[config.mk]
export PLATFORM = sky130hd
export DESIGN_NAME = ahb_arbiter
export DESIGN_NICKNAME = d
export VERILOG_FILES = /design/src/rtl/ahb_arbiter.sv
export SDC_FILE = /design/constraint.sdc
export NUM_CORES = 1
export LEC_CHECK = 0
export BUFFER_PORTS_ARGS = -buffer_cell sky130_fd_sc_hd__buf_2
export CORE_MARGIN = 5
export CORE_UTILIZATION = 45
export DETAILED_ROUTE_END_ITERATION = 6
export GPL_TIMING_DRIVEN = 0
export MAX_ROUTING_LAYER = met4
export PLACE_DENSITY = 0.77
export SKIP_LAST_GASP = 1
export SLEW_MARGIN = 20
export SYNTH_ARGS = -nofsm -noshare
export SYNTH_HDL_FRONTEND = slang
export SYNTH_SLANG_ARGS = --single-unit
[constraint.sdc]
create_clock -name hclk -period 6.2 [get_ports hclk]
set_input_delay 0.31 -clock hclk [delete_from_list [all_inputs] [get_ports hclk]]
set_output_delay 0.31 -clock hclk [all_outputs]
set_load 0.01 [all_outputs]
[src/rtl/ahb_arbiter.sv]
// ahb_arbiter: AHB bus arbiter. Shares the bus round-robin between requesting
// masters. Fixed-length bursts and locked sequences keep the current owner,
// and masters that got a SPLIT response stay masked until their slave
// releases them.
module ahb_arbiter #(
   parameter int NUM_MASTERS    = 16,
   parameter int DEFAULT_MASTER = 0,
   parameter int IW             = $clog2(NUM_MASTERS)
) (
   input  logic                   hclk,
   input  logic                   hrst,
   input  logic [NUM_MASTERS-1:0] hbusreq,
   input  logic [NUM_MASTERS-1:0] hlock,
   input  logic [NUM_MASTERS-1:0] hsplit,
   input  logic [1:0]             htrans,
   input  logic [2:0]             hburst,
   input  logic                   hready,
   input  logic [1:0]             hresp,
   output logic [NUM_MASTERS-1:0] hgrant,
   output logic [IW-1:0]          hmaster,
   output logic                   hmastlock
);

   localparam logic [1:0] TR_IDLE    = 2'd0;
   localparam logic [1:0] TR_BUSY    = 2'd1;
   localparam logic [1:0] TR_NONSEQ  = 2'd2;
   localparam logic [1:0] TR_SEQ     = 2'd3;
   localparam logic [1:0] RESP_SPLIT = 2'd3;

   localparam logic [NUM_MASTERS-1:0] DEF_GRANT = NUM_MASTERS'(1) << DEFAULT_MASTER;
   localparam logic [IW-1:0]          DEF_IDX   = IW'(DEFAULT_MASTER);

   logic [NUM_MASTERS-1:0] r_grant;
   logic [NUM_MASTERS-1:0] r_split_mask;
   logic [IW-1:0]          r_master;
   logic [IW-1:0]          r_rr_ptr;
   logic                   r_mastlock;
   logic                   r_in_split;   // inside a SPLIT response, first cycle already seen
   logic                   r_force_ap;   // next hready edge is an arbitration point regardless of lock
   logic [3:0]             r_beat_cnt;

   logic [NUM_MASTERS-1:0] w_gnt_set;
   logic [NUM_MASTERS-1:0] w_split_nxt;
   logic [IW-1:0]          w_gidx;
   logic [IW-1:0]          w_next_idx;
   logic [IW-1:0]          w_probe;
   logic [3:0]             w_burst_len;
   logic                   w_found;
   logic                   w_lock_hold;
   logic                   w_ap;
   logic                   w_split_first;

   assign hgrant    = r_grant;
   assign hmaster   = r_master;
   assign hmastlock = r_mastlock;

   assign w_gnt_set     = hbusreq & ~r_split_mask;
   assign w_lock_hold   = hlock[w_gidx] & hbusreq[w_gidx];
   assign w_split_first = (hresp == RESP_SPLIT) & ~hready & ~r_in_split;
   assign w_ap          = hready & (r_force_ap | ((r_beat_cnt == 4'd0) & ~w_lock_hold));

   // Encode the one-hot grant register into the current grant index
   always_comb begin
      w_gidx = '0;
      for (int i = 0; i < NUM_MASTERS; i++)
         if (r_grant[i]) w_gidx = w_gidx | IW'(i);
   end

   // Round-robin search: first grantable master above the last one granted, wrapping
   always_comb begin
      w_found    = 1'b0;
      w_next_idx = DEF_IDX;
      w_probe    = '0;
      for (int k = 1; k <= NUM_MASTERS; k++) begin
         w_probe = IW'((int'(r_rr_ptr) + k) % NUM_MASTERS);
         if (!w_found && w_gnt_set[w_probe]) begin
            w_found    = 1'b1;
            w_next_idx = w_probe;
         end
      end
   end

   // Remaining beats after the first, per burst type; INCR and SINGLE never hold
   always_comb begin
      case (hburst)
         3'd2, 3'd3: w_burst_len = 4'd3;
         3'd4, 3'd5: w_burst_len = 4'd7;
         3'd6, 3'd7: w_burst_len = 4'd15;
         default:    w_burst_len = 4'd0;
      endcase
   end

   // Next split mask: releases clear, a new SPLIT sets and wins over a same-edge release
   always_comb begin
      w_split_nxt = r_split_mask & ~hsplit;
      if (w_split_first) w_split_nxt[r_master] = 1'b1;
   end

   // Grant and round-robin pointer move only at arbitration points
   always_ff @(posedge hclk or negedge hrst) begin
      if (!hrst) begin
         r_grant  <= DEF_GRANT;
         r_rr_ptr <= DEF_IDX;
      end else if (w_ap) begin
         if (w_found) begin
            r_grant  <= NUM_MASTERS'(1) << w_next_idx;
            r_rr_ptr <= w_next_idx;
         end else begin
            r_grant  <= DEF_GRANT;
         end
      end
   end

   // Address-phase ownership follows the grant on every completed transfer
   always_ff @(posedge hclk or negedge hrst) begin
      if (!hrst) begin
         r_master   <= DEF_IDX;
         r_mastlock <= 1'b0;
      end else if (hready) begin
         r_master   <= w_gidx;
         r_mastlock <= hlock[w_gidx];
      end
   end

   // Burst beat counter; a SPLIT abandons the rest of the burst
   always_ff @(posedge hclk or negedge hrst) begin
      if (!hrst) begin
         r_beat_cnt <= 4'd0;
      end else if (w_split_first) begin
         r_beat_cnt <= 4'd0;
      end else if (hready) begin
         case (htrans)
            TR_NONSEQ: r_beat_cnt <= w_burst_len;
            TR_SEQ:    if (r_beat_cnt != 4'd0) r_beat_cnt <= r_beat_cnt - 4'd1;
            TR_BUSY:   r_beat_cnt <= r_beat_cnt;
            TR_IDLE:   r_beat_cnt <= 4'd0;
            default:   r_beat_cnt <= r_beat_cnt;
         endcase
      end
   end

   // SPLIT bookkeeping: mask update and the forced arbitration point that follows
   always_ff @(posedge hclk or negedge hrst) begin
      if (!hrst) begin
         r_split_mask <= '0;
         r_in_split   <= 1'b0;
         r_force_ap   <= 1'b0;
      end else begin
         r_split_mask <= w_split_nxt;
         if (w_split_first) begin
            r_in_split <= 1'b1;
            r_force_ap <= 1'b1;
         end else if (hready) begin
            r_in_split <= 1'b0;
            r_force_ap <= 1'b0;
         end
      end
   end

endmodule

==> results of run 1 <==
-- metal layers --
metal | part of all wire, % | up-vias | GRT usage (%)
met3 | 7.2 | 43 | 1.85
li1 | - | 2406 | -
met1 | 42 | 2565 | 33.8
met5 | 0 | - | -
met2 | 48 | 309 | 40.8
met4 | 2.9 | 0 | 6.94
-- path summary, 6_finish.rpt --
| kind | endpoint | slack (ns) | cells after the start |
|---|---|---|---|
| worst max-delay path | hgrant[14] | 0.47 | 14 |
| worst min-delay path | hgrant[4] | 0.02 | 1 |
| worst max register to register | hgrant[14] | 0.47 | 14 |
| worst min register to register | hgrant[2] | 0.51 | 2 |
| max in group asynchronous | hmaster[2] | 5.78 | 1 |
| min in group hclk | r_split_mask[12] | 0.21 | 2 |
-- kinds of logic (layout without fill, tap and decap cells) --
family / count (synthesis) / count (layout) / share of synthesized area (%)
multiplexers: 92 / 92 / 24.6
XOR/XNOR: 13 / 13 / 2.74
buffers and inverters: 53 / 138 / 4.90
flip-flops: 46 / 46 / 21.4
AO/OA/AOI/OAI: 147 / 147 / 20.3
adder cells (fa/ha/maj): 11 / 11 / 2.56
AND/OR/NAND/NOR: 208 / 208 / 23.5
-- layout make-up --
type | instances | area, um2 | area share (%)
clock inverter | 2 | 13.8 | 0.226
tap | 147 | 184 | 3.02
inverter | 27 | 104 | 1.70
timing repair buffer | 77 | 388 | 6.36
buffer | 26 | 160 | 2.63
multi-input combinational | 471 | 3970 | 65.1
clock buffer | 6 | 129 | 2.11
sequential | 46 | 1150 | 18.9
-- Yosys cell counts (all sizes together), types with 8 or more instances --
master / instances
ha: 11
nand3: 8
a31oi: 9
a21oi: 23
o22ai: 23
nor3: 10
o41ai: 18
mux4: 26
nor2b: 20
nor2: 27
mux2i: 53
nor4: 10
a211oi: 10
nand2b: 38
dfrtp: 45
nor4bb: 11
nand2: 40
buf: 19
o21ai: 18
inv: 26
mux2: 13
-- cell usage in the layout, fill, tap and decap left out, types with 11 or more instances in the layout --
cell type | synthesis | layout
a21oi_1 | 22 | 22
buf_2 | 11 | 87
dfrtp_1 | 45 | 45
ha_1 | 11 | 11
inv_1 | 23 | 23
mux2i_1 | 50 | 50
mux4_2 | 23 | 23
nand2_1 | 40 | 40
nand2b_1 | 38 | 38
nor2_1 | 26 | 26
nor2b_1 | 20 | 20
nor4bb_1 | 11 | 11
o21ai_0 | 16 | 16
o22ai_1 | 23 | 23
o41ai_1 | 14 | 14
-- stage by stage --
step	hold slack [ns]	cell area, um2	cells
final	0.0239	6100	802
after global routing	0.0822	6100	802
after CTS	0.200	6100	802
after detailed placement	0.497	5950	794
after global placement	0.497	5950	794
after floorplan	0.0144	5390	570
-- worst max-delay path, cell delays in order, from the launching register on --
cell and delay, ns:
dfrtp_1 0.43, buf_2 0.22, inv_2 0.21, buf_1 0.50, ha_1 0.47, xor2_4 0.40, mux4_1 0.62, mux2_4 0.35
mux2i_4 0.35, nor2_1 0.16, a211oi_1 0.29, o221ai_1 0.20, o32ai_1 0.69, nand2_1 0.34, o41ai_1 0.37
-- sequential cells by signal, summed over array words and instances (netlist names) --
register / count
r_rr_ptr: 4
hgrant: 16
r_split_mask: 16
hmaster: 4
r_beat_cnt: 4
r_force_ap: 1
hmastlock: 1
==> results by group, run 1 <==
Timing
  – Setup TNS Final: 0 ns
  – Clock skew: 0.00425 ns
  – Final count of negative-setup-slack endpoints: 0
  – Post-layout minimum cycle time: 5.73 ns
  – Max Fclk: 0.175 GHz
  – Final hold vios: 0
  – Relative slew slack: 43.8%
  – RSZ-0062 raised after global routing: no
  – Slew Viols, Final: 0
  – Period utilization: 92.4%
  – Worst-margin pin slew: 0.835 ns
  – Setup WS post-layout: 0.472 ns

Routing
  – Antenna-violating nets left: 0
  – Total number of vias: 5323
  – Detailed Routing Iterations Pass 1: 5
  – Post-Route WL: 17.6 mm
  – Via density: 6.64
  – DR WL/cell: 22.0 um
  – 1st-iter DRT viols: 463
  – DRC viols: 0

Logic synthesis
  – Ys async rst share: 100%
  – Area of the mapped netlist: 5390 um2
  – Post-Synthesis Cells: 570
  – Area contributors post-synth: dfrtp_1 21%, mux4_2 9.6%, mux2i_1 9.3%
  – Top FF cell, synth: dfrtp_1
  – Netlist cell types: 91
  – EDFF count, synth: 0
  – Yosys reg bits: 46
  – Warnings, synthesis: 0
  – Mapped Avg Cell Area: 9.45 um2
  – Syn Nets: 639
  – Synth area leader: dfrtp_1
  – Share of the synthesized area in the top cell type: 20.9%
  – Seq/Total Area, Yosys: 21.4%

Floorplan
  – Initial core utilization: 45.4%
  – FP Rows: 40
  – Die ar.: 14300 um2
  – Core Area: 11900 um2
  – IO Count: 79
  – Horiz. Die Dim: 119 um
  – Die Span Y: 119 um

Place
  – IO buf count: 77
  – Dpl ws: 0.683 ns
  – GPL Wtd Cong: 1.00
  – Dpl hpwl: 13.9 mm

Job
  – Max-cap viol count: 0

Clock network
  – Post-CTS Resized: 0
  – Clock root cell: clkbuf_16
  – CTS clk-pin slew, worst paths: 0.06 ns
  – CTS max path bufs: 2
  – TritonCTS clock tree: built
  – Hold_buf cts: 0
  – CTS Sinks: 46
  – H-tree level count: 2
  – Post-CTS Setup Inserts: 0
  – TritonCTS Buffers: 5
  – Skew-Pair Late Insertion Delay: 0.28 ns

Finish
  – Final Core Density: 51.4%
  – Nets: 723
  – ANT cells: 0
  – Fillers: 1073
  – Fraction of layout cells with a size suffix above 1: 26.6%
  – Synth-to-Final Area Change: 13.3%

Global routing
  – Tot GR Track Use: 25.0%
  – Largest net degree at the start of global routing: 47
  – Vias in the first global route: 5279
  – Antenna violations before repair: 0
  – First-pass GRT wire length: 28.2 mm
  – Grt ovf: 0

Outcome
  – Outcome: finished, final reports clean

Setup path
  – Critical path required time: 6.35 ns
  – Reg2Reg Launch Point: r_rr_ptr[1]
  – Worst setup path start: r_rr_ptr[1]
  – Worst setup SP type: register
  – CP Capture Type: register
  – Critical path class: reg -> reg
  – Arr. time, crit path: 5.88 ns
  – Critical path peak fanout: 13

Min path
  – Worst Hold Class: in -> async
Power of run 1 is left out: the tool's default activity adds up to more than one toggle a clock period on the data nets, which glitch-free logic cannot reach.
==> run 2, diff against run 1 <==
- ABC_AREA: unset -> 1
- CORE_MARGIN: 5 -> unset
- PLACE_DENSITY: 0.77 -> unset
- PLACE_DENSITY_LB_ADDON: unset -> 0.2
==> run 2 against run 1 <==
Compared with the run above:
- the run now ends with hold timing left
- global-route usage up 5.5 points
- via count shrank 4.2%
- sequential share of layout area rose by 3.5 points
- die area down 27%
- fmax rose by 26%
- largest cell class unchanged
==> results by group, run 2 <==
Setup path
  – CP Cell Sequence: buf_2 > inv_2 > buf_2 > ha_1 > inv_1 > buf_2 > nand3_1 > nand3_1 > nand3_1 > nand2_4 > nand3_4 > nor3_4 > nand4_4 > nor2_4 > nand4_4 > nor2_8 > nand3_2 > nor2_1 > inv_1 > nand3_4 > nor2_1 > nand3_1 > nand2_1 (was buf_2 > inv_2 > buf_1 > ha_1 > xor2_4 > mux4_1 > mux2_4 > mux2i_4 > nor2_1 > a211oi_1 > o221ai_1 > o32ai_1 > nand2_1 > o41ai_1)
  – Delay-heaviest family, CP: simple AND/OR/NAND/NOR gates (was compound AO/OA/AOI/OAI gates)
  – Critical path class: reg -> reg (unchanged)
  – Arr. time, crit path: 4.75 ns (was 5.88 ns)
  – Biggest cell delay along the critical path: 0.43 ns (was 0.69 ns)
  – Critical-path top delay cell: dfrtp_1 (was o32ai_1)
  – CP Capture Type: register (unchanged)
  – Critical path required time: 6.40 ns (was 6.35 ns)
  – CP dominant cell by count: nand3_1
  – Worst setup SP type: register (unchanged)
  – Buffers and inverters on the worst path: 6 (was 3)
  – Critical path peak fanout: 13 (unchanged)

Finish
  – Post-route cell area: 5140 um2 (was 6100 um2)
  – Fraction of layout cells with a size suffix above 1: 19.4% (was 26.6%)
  – Commonest non-fill, non-tap cell in the layout: nand3_1 (was buf_2)
  – Most frequent cells in the layout: 158 x nand3_1, 148 x nand2_1, 83 x buf_2 (was 87 x buf_2, 50 x mux2i_1, 45 x dfrtp_1)
  – ANT cells: 0 (unchanged)
  – Nets: 840 (was 723)
  – Fillers: 996 (was 1073)
  – Synth-to-Final Area Change: 15.0% (was 13.3%)

Floorplan
  – Initial core utilization: 46.2% (was 45.4%)
  – FP Rows: 36 (was 40)
  – Die ar.: 10300 um2 (was 14300 um2)
  – Horiz. Die Dim: 102 um (was 119 um)
  – Die Span Y: 102 um (was 119 um)
  – IO Count: 79 (unchanged)
  – Core Area: 9680 um2 (was 11900 um2)

Clock network
  – TritonCTS clock tree: built (unchanged)
  – CTS clk-pin slew, worst paths: 0.10 ns (was 0.06 ns)
  – Clock root cell: clkbuf_8 (was clkbuf_16)
  – Hold_buf cts: 0 (unchanged)
  – Post-CTS Resized: 0 (unchanged)
  – CTS max path bufs: 2 (unchanged)
  – H-tree level count: 2 (unchanged)
  – CTS Sinks: 46 (unchanged)
  – TritonCTS Buffers: 5 (unchanged)
  – Post-CTS Setup Inserts: 0 (unchanged)
  – Skew-Pair Late Insertion Delay: 0.31 ns (was 0.28 ns)

Timing
  – Worst Hold Slack: -0.00707 ns (was 0.0239 ns)
  – Setup TNS Final: 0 ns (unchanged)
  – Relative slew slack: 46.3% (was 43.8%)
  – Post-layout minimum cycle time: 4.55 ns (was 5.73 ns)
  – Worst-margin pin slew: 0.797 ns (was 0.835 ns)
  – RSZ-0062 raised after global routing: no (unchanged)
  – Final hold vios: 6 (was 0)
  – Clock skew: 0.00900 ns (was 0.00425 ns)
  – Slew Viols, Final: 0 (unchanged)
  – Final count of negative-setup-slack endpoints: 0 (unchanged)
  – Max Fclk: 0.220 GHz (was 0.175 GHz)
  – Period utilization: 73.4% (was 92.4%)

Logic synthesis
  – Yosys reg bits: 46 (unchanged)
  – Top-count cell post-synth: nand3_1 (was mux2i_1)
  – Ys async rst share: 100% (unchanged)
  – Top FF cell, synth: dfrtp_1 (unchanged)
  – Netlist cell types: 46 (was 91)
  – Area of the mapped netlist: 4470 um2 (was 5390 um2)
  – Synth area leader: dfrtp_1 (unchanged)
  – Syn Nets: 756 (was 639)
  – Area contributors post-synth: dfrtp_1 25%, nand3_1 18%, nand2_1 12% (was dfrtp_1 21%, mux4_2 9.6%, mux2i_1 9.3%)
  – Post-Synthesis Cells: 687 (was 570)
  – Post-synth top cells: 158 x nand3_1, 148 x nand2_1, 73 x nor2_1 (was 50 x mux2i_1, 45 x dfrtp_1, 40 x nand2_1)
  – Share of the synthesized area in the top cell type: 25.2% (was 20.9%)
  – Mapped Avg Cell Area: 6.51 um2 (was 9.45 um2)
  – EDFF count, synth: 0 (unchanged)
  – Warnings, synthesis: 0 (unchanged)
  – Seq/Total Area, Yosys: 25.8% (was 21.4%)

Routing
  – Post-Route WL: 14.2 mm (was 17.6 mm)
  – DRC viols: 0 (unchanged)
  – Via density: 5.64 (was 6.64)
  – DR WL/cell: 15.7 um (was 22.0 um)
  – Detailed Routing Iterations Pass 1: 6 (was 5)
  – Total number of vias: 5100 (was 5323)
  – Antenna-violating nets left: 0 (unchanged)
  – 1st-iter DRT viols: 374 (was 463)

Outcome
  – Outcome: finished, violations left (was finished, final reports clean)
  – Failing checks: hold timing

Place
  – GPL Wtd Cong: 0.963 (was 1.00)
  – IO buf count: 77 (unchanged)
  – Placed standard-cell area: 5020 um2 (was 5950 um2)
  – Dpl hpwl: 11.4 mm (was 13.9 mm)

Global routing
  – Grt ovf: 0 (unchanged)
  – First-pass GRT wire length: 23.9 mm (was 28.2 mm)
  – Vias in the first global route: 5040 (was 5279)
  – Antenna violations before repair: 0 (unchanged)
  – Tot GR Track Use: 30.6% (was 25.0%)
  – Largest net degree at the start of global routing: 47 (unchanged)

Job
  – Max-cap viol count: 0 (unchanged)

Min path
  – Worst Hold Class: in -> async (unchanged)
## run 2: cell types whose count changed after synthesis, sizes merged, moves of 20 or more
| cell | before | now |
|---|---|---|
| nand2b | 38 | 0 |
| inv | 26 | 80 |
| mux2i | 53 | 0 |
| mux4 | 26 | 0 |
| nand4 | 3 | 24 |
| nor2 | 27 | 80 |
| nand3 | 8 | 165 |
| nor2b | 20 | 0 |
| nand2 | 40 | 161 |
## run 2: layout make-up
class                   instances  area [um2]  area share (%)
clock inverters                 3        48.8           0.949
plain buffers                  16        98.8            1.92
flip-flops and latches         46        1150            22.4
well taps                     133         166            3.24
clock buffers                   5        68.8            1.34
multi-input cells             543        2910            56.5
repair buffers                 77         388            7.54
inverters                      82         312            6.06
## run 2: worst paths after layout
path	start	endpoint	slack, ns	cells after the start
worst max-delay path	r_rr_ptr[1]	hgrant[9]	1.65	23
worst min-delay path	hrst	r_force_ap	-0.007	1
worst max register to register	r_rr_ptr[1]	hgrant[9]	1.65	23
worst min register to register	hgrant[0]	hgrant[0]	0.47	2
max in group asynchronous	hrst	r_split_mask[6]	5.81	1
min in group hclk	hsplit[5]	r_split_mask[5]	0.18	2
## run 2: cell families after synthesis
family | count (synthesis) | synth area share [%]
AO/OA/AOI/OAI | 92 | 12.8
XOR/XNOR | 6 | 1.76
adder cells (fa/ha/maj) | 11 | 3.08
buffers and inverters | 98 | 9.18
flip-flops | 46 | 25.8
AND/OR/NAND/NOR | 434 | 47.4
## run 2: through the flow
step	hold WS (ns)	util [%]	worst slack, ns	instances
2_1_floorplan	0.0144	-	2.53	687
3_3_place_gp	0.457	51.9	1.84	897
3_5_place_dp	0.458	51.9	1.75	897
4_1_cts	0.171	53.1	1.71	905
5_1_grt	0.0464	53.1	1.28	905
6_report	-0.00707	53.1	1.65	905
## run 2: metal layers
metal | GRT usage [%] | vias to the layer above | part of all wire [%]
met4 | 8.92 | 0 | 1.8
met2 | 50.5 | 211 | 47
met5 | - | - | 0
met3 | 3.93 | 26 | 6.8
met1 | 39.0 | 2352 | 45
li1 | - | 2511 | -
Power of run 2 is left out for the same reason.
==> run 3, diff against run 2 <==
- ABC_AREA: 1 -> 0
- clock period: 6.2 -> 4.1 ns (I/O delays scaled with it)
==> run 3 against run 2 <==
Compared with the run above:
- the flow finishes with violations (DRC, setup timing)
- setup slack worse by 1.8 ns
- flip-flop and latch count unchanged
- fmax up 7.9%
- critical path type unchanged
- critical endpoint is now hgrant[14]
==> results by group, run 3 (same netlist as run 1, synthesis figures left out) <==
Outcome
  – Outcome: finished, violations left (unchanged)
  – Failing checks: DRC, setup timing (was hold timing)

Global routing
  – Largest net degree at the start of global routing: 47 (unchanged)
  – Antenna violations before repair: 0 (unchanged)
  – Grt ovf: 0 (unchanged)
  – First-pass GRT wire length: 31.1 mm (was 23.9 mm)
  – Vias in the first global route: 5723 (was 5040)
  – Tot GR Track Use: 32.9% (was 30.6%)

Timing
  – Final count of negative-setup-slack endpoints: 16 (was 0)
  – Relative slew slack: 49.8% (was 46.3%)
  – Setup TNS Final: -1.23 ns (was 0 ns)
  – Slew Viols, Final: 0 (unchanged)
  – Clock skew: 0.00850 ns (was 0.00900 ns)
  – Max Fclk: 0.237 GHz (was 0.220 GHz)
  – Period utilization: 103% (was 73.4%)
  – Setup WS post-layout: -0.117 ns (was 1.65 ns)
  – Post-layout minimum cycle time: 4.22 ns (was 4.55 ns)
  – Final hold vios: 0 (was 6)
  – Worst-margin pin slew: 0.746 ns (was 0.797 ns)
  – RSZ-0062 raised after global routing: yes (was no)

Setup path
  – Worst setup path start: r_rr_ptr[1] (unchanged)
  – R2R depth: 12 (was 23)
  – Critical-path top delay cell: mux4_2 (was dfrtp_1)
  – Biggest cell delay along the critical path: 0.60 ns (was 0.43 ns)
  – Reg2Reg Launch Point: r_rr_ptr[1] (unchanged)
  – Arr. time, crit path: 4.41 ns (was 4.75 ns)
  – RR Endpoint: hgrant[14] (was hgrant[9])
  – Worst setup SP type: register (unchanged)
  – Flop-to-flop setup slack: -0.12 ns (was 1.65 ns)
  – Critical path required time: 4.29 ns (was 6.40 ns)
  – Critical path class: reg -> reg (unchanged)
  – Delay-heaviest family, CP: multiplexers (was simple AND/OR/NAND/NOR gates)
  – Buffers and inverters on the worst path: 3 (was 6)
  – CP Cell Sequence: buf_4 > ha_1 > xor2_4 > mux4_2 > mux2i_1 > clkbuf_4 > mux2i_1 > o221ai_1 > o221a_1 > o31a_1 > buf_4 > o41ai_2 (was buf_2 > inv_2 > buf_2 > ha_1 > inv_1 > buf_2 > nand3_1 > nand3_1 > nand3_1 > nand2_4 > nand3_4 > nor3_4 > nand4_4 > nor2_4 > nand4_4 > nor2_8 > nand3_2 > nor2_1 > inv_1 > nand3_4 > nor2_1 > nand3_1 > nand2_1)
  – Critical path peak fanout: 10 (was 13)
  – CP Capture Type: register (unchanged)

Routing
  – Total number of vias: 5801 (was 5100)
  – 1st-iter DRT viols: 643 (was 374)
  – DRC viols: 4 (was 0)
  – Detailed Routing Iterations Pass 1: 7 (was 6)
  – DR WL/cell: 22.8 um (was 15.7 um)
  – Post-Route WL: 20.1 mm (was 14.2 mm)
  – Antenna-violating nets left: 0 (unchanged)
  – Via density: 6.58 (was 5.64)

Clock network
  – TritonCTS clock tree: built (unchanged)
  – CTS Sinks: 46 (unchanged)
  – CTS clk-pin slew, worst paths: 0.07 ns (was 0.10 ns)
  – TritonCTS Buffers: 5 (unchanged)
  – Skew-Pair Late Insertion Delay: 0.30 ns (was 0.31 ns)
  – CTS max path bufs: 2 (unchanged)
  – H-tree level count: 2 (unchanged)
  – Clock root cell: clkbuf_16 (was clkbuf_8)

Finish
  – Fillers: 918 (was 996)
  – ANT cells: 0 (unchanged)
  – Post-Layout Cell Count: 881 (was 905)
  – Synth-to-Final Area Change: 39.9% (was 15.0%)
  – Commonest non-fill, non-tap cell in the layout: buf_2 (was nand3_1)
  – Most frequent cells in the layout: 80 x buf_2, 78 x buf_4, 47 x mux2i_1 (was 158 x nand3_1, 148 x nand2_1, 83 x buf_2)
  – Nets: 806 (was 840)
  – Fraction of layout cells with a size suffix above 1: 44.0% (was 19.4%)

Job
  – Max-cap viol count: 0 (unchanged)

Place
  – Dpl ws: -1.06 ns (was 1.75 ns)
  – IO buf count: 77 (unchanged)
  – GPL Wtd Cong: 0.996 (was 0.963)
  – DP Cell Count: 790 (was 897)
  – Dpl hpwl: 13.5 mm (was 11.4 mm)

Floorplan
  – Horiz. Die Dim: 111 um (was 102 um)
  – Core Area: 11500 um2 (was 9680 um2)
  – Die Span Y: 111 um (was 102 um)
  – IO Count: 79 (unchanged)
  – Initial core utilization: 46.8% (was 46.2%)
  – Die ar.: 12400 um2 (was 10300 um2)
  – FP Rows: 39 (was 36)

Min path
  – Hold path start: hsplit[4]
  – Hold endpoint: r_split_mask[4]
  – Worst Hold Class: in -> reg (was in -> async)
  – Hold path depth: 2
-- run 3: cell types whose count changed in the layout (fill, tap and decap cells not counted), sizes merged, moves of 20 or more --
cell / previous run / this run
nand4: 24 / 3
mux4: 0 / 26
nor2b: 0 / 20
mux2i: 0 / 53
nor2: 80 / 27
buf: 89 / 179
nand3: 165 / 8
nand2: 161 / 40
nand2b: 0 / 38
inv: 81 / 23
-- run 3: worst max path at each step --
stage               depth (start not counted)         end
CTS                                        15  hgrant[11]
floorplan                                  15  hgrant[11]
global route                               12   hgrant[6]
global placement                           15  hgrant[10]
finish                                     12  hgrant[14]
detailed placement                         15  hgrant[10]
-- run 3: final cells by class --
class                   instances  area [um2]  area share, %
repair buffers                163        1130           15.0
clock buffers                   5         125           1.66
inverters                      27         130           1.73
multi-input cells             471        4560           60.5
flip-flops and latches         46        1150           15.3
clock inverters                 3        45.0          0.598
well taps                     143         179           2.38
plain buffers                  23         209           2.77
-- run 3: routing by layer --
metal | track usage (%) | share of wire [%] | vias to the layer above
li1 | - | - | 2571
met1 | 43.4 | 41 | 2817
met2 | 52.1 | 47 | 342
met3 | 4.35 | 8.5 | 71
met4 | 11.2 | 3.3 | 0
met5 | - | 0 | -
-- run 3: worst reg2reg max path, cell delays in order (launching register included) --
cell      delay (ns)
dfrtp_1         0.41
buf_4           0.16
ha_1            0.33
xor2_4          0.28
mux4_2          0.60
mux2i_1         0.45
clkbuf_4        0.35
mux2i_1         0.20
o221ai_1        0.17
o221a_1         0.36
o31a_1          0.32
buf_4           0.19
o41ai_2         0.29
-- run 3: what timing repair did --
item,in CTS,in global routing
pin swaps,24,25
setup endpoints to repair,20,20
hold buffers,0,1
resized for setup,85,56
endpoints found under the hold margin,0,45
setup buffers,48,35
cloned,1,1
-- run 3: stage by stage --
stage	utilization, %	hold WS (ns)	instance area (um2)
after floorplan	-	-0.0906	5390
after global placement	51.7	0.391	5950
after detailed placement	51.7	0.395	5950
after CTS	60.2	0.0823	6930
after global routing	65.4	0.0895	7530
final	65.4	0.0851	7530
Power of run 3 is left out for the same reason.
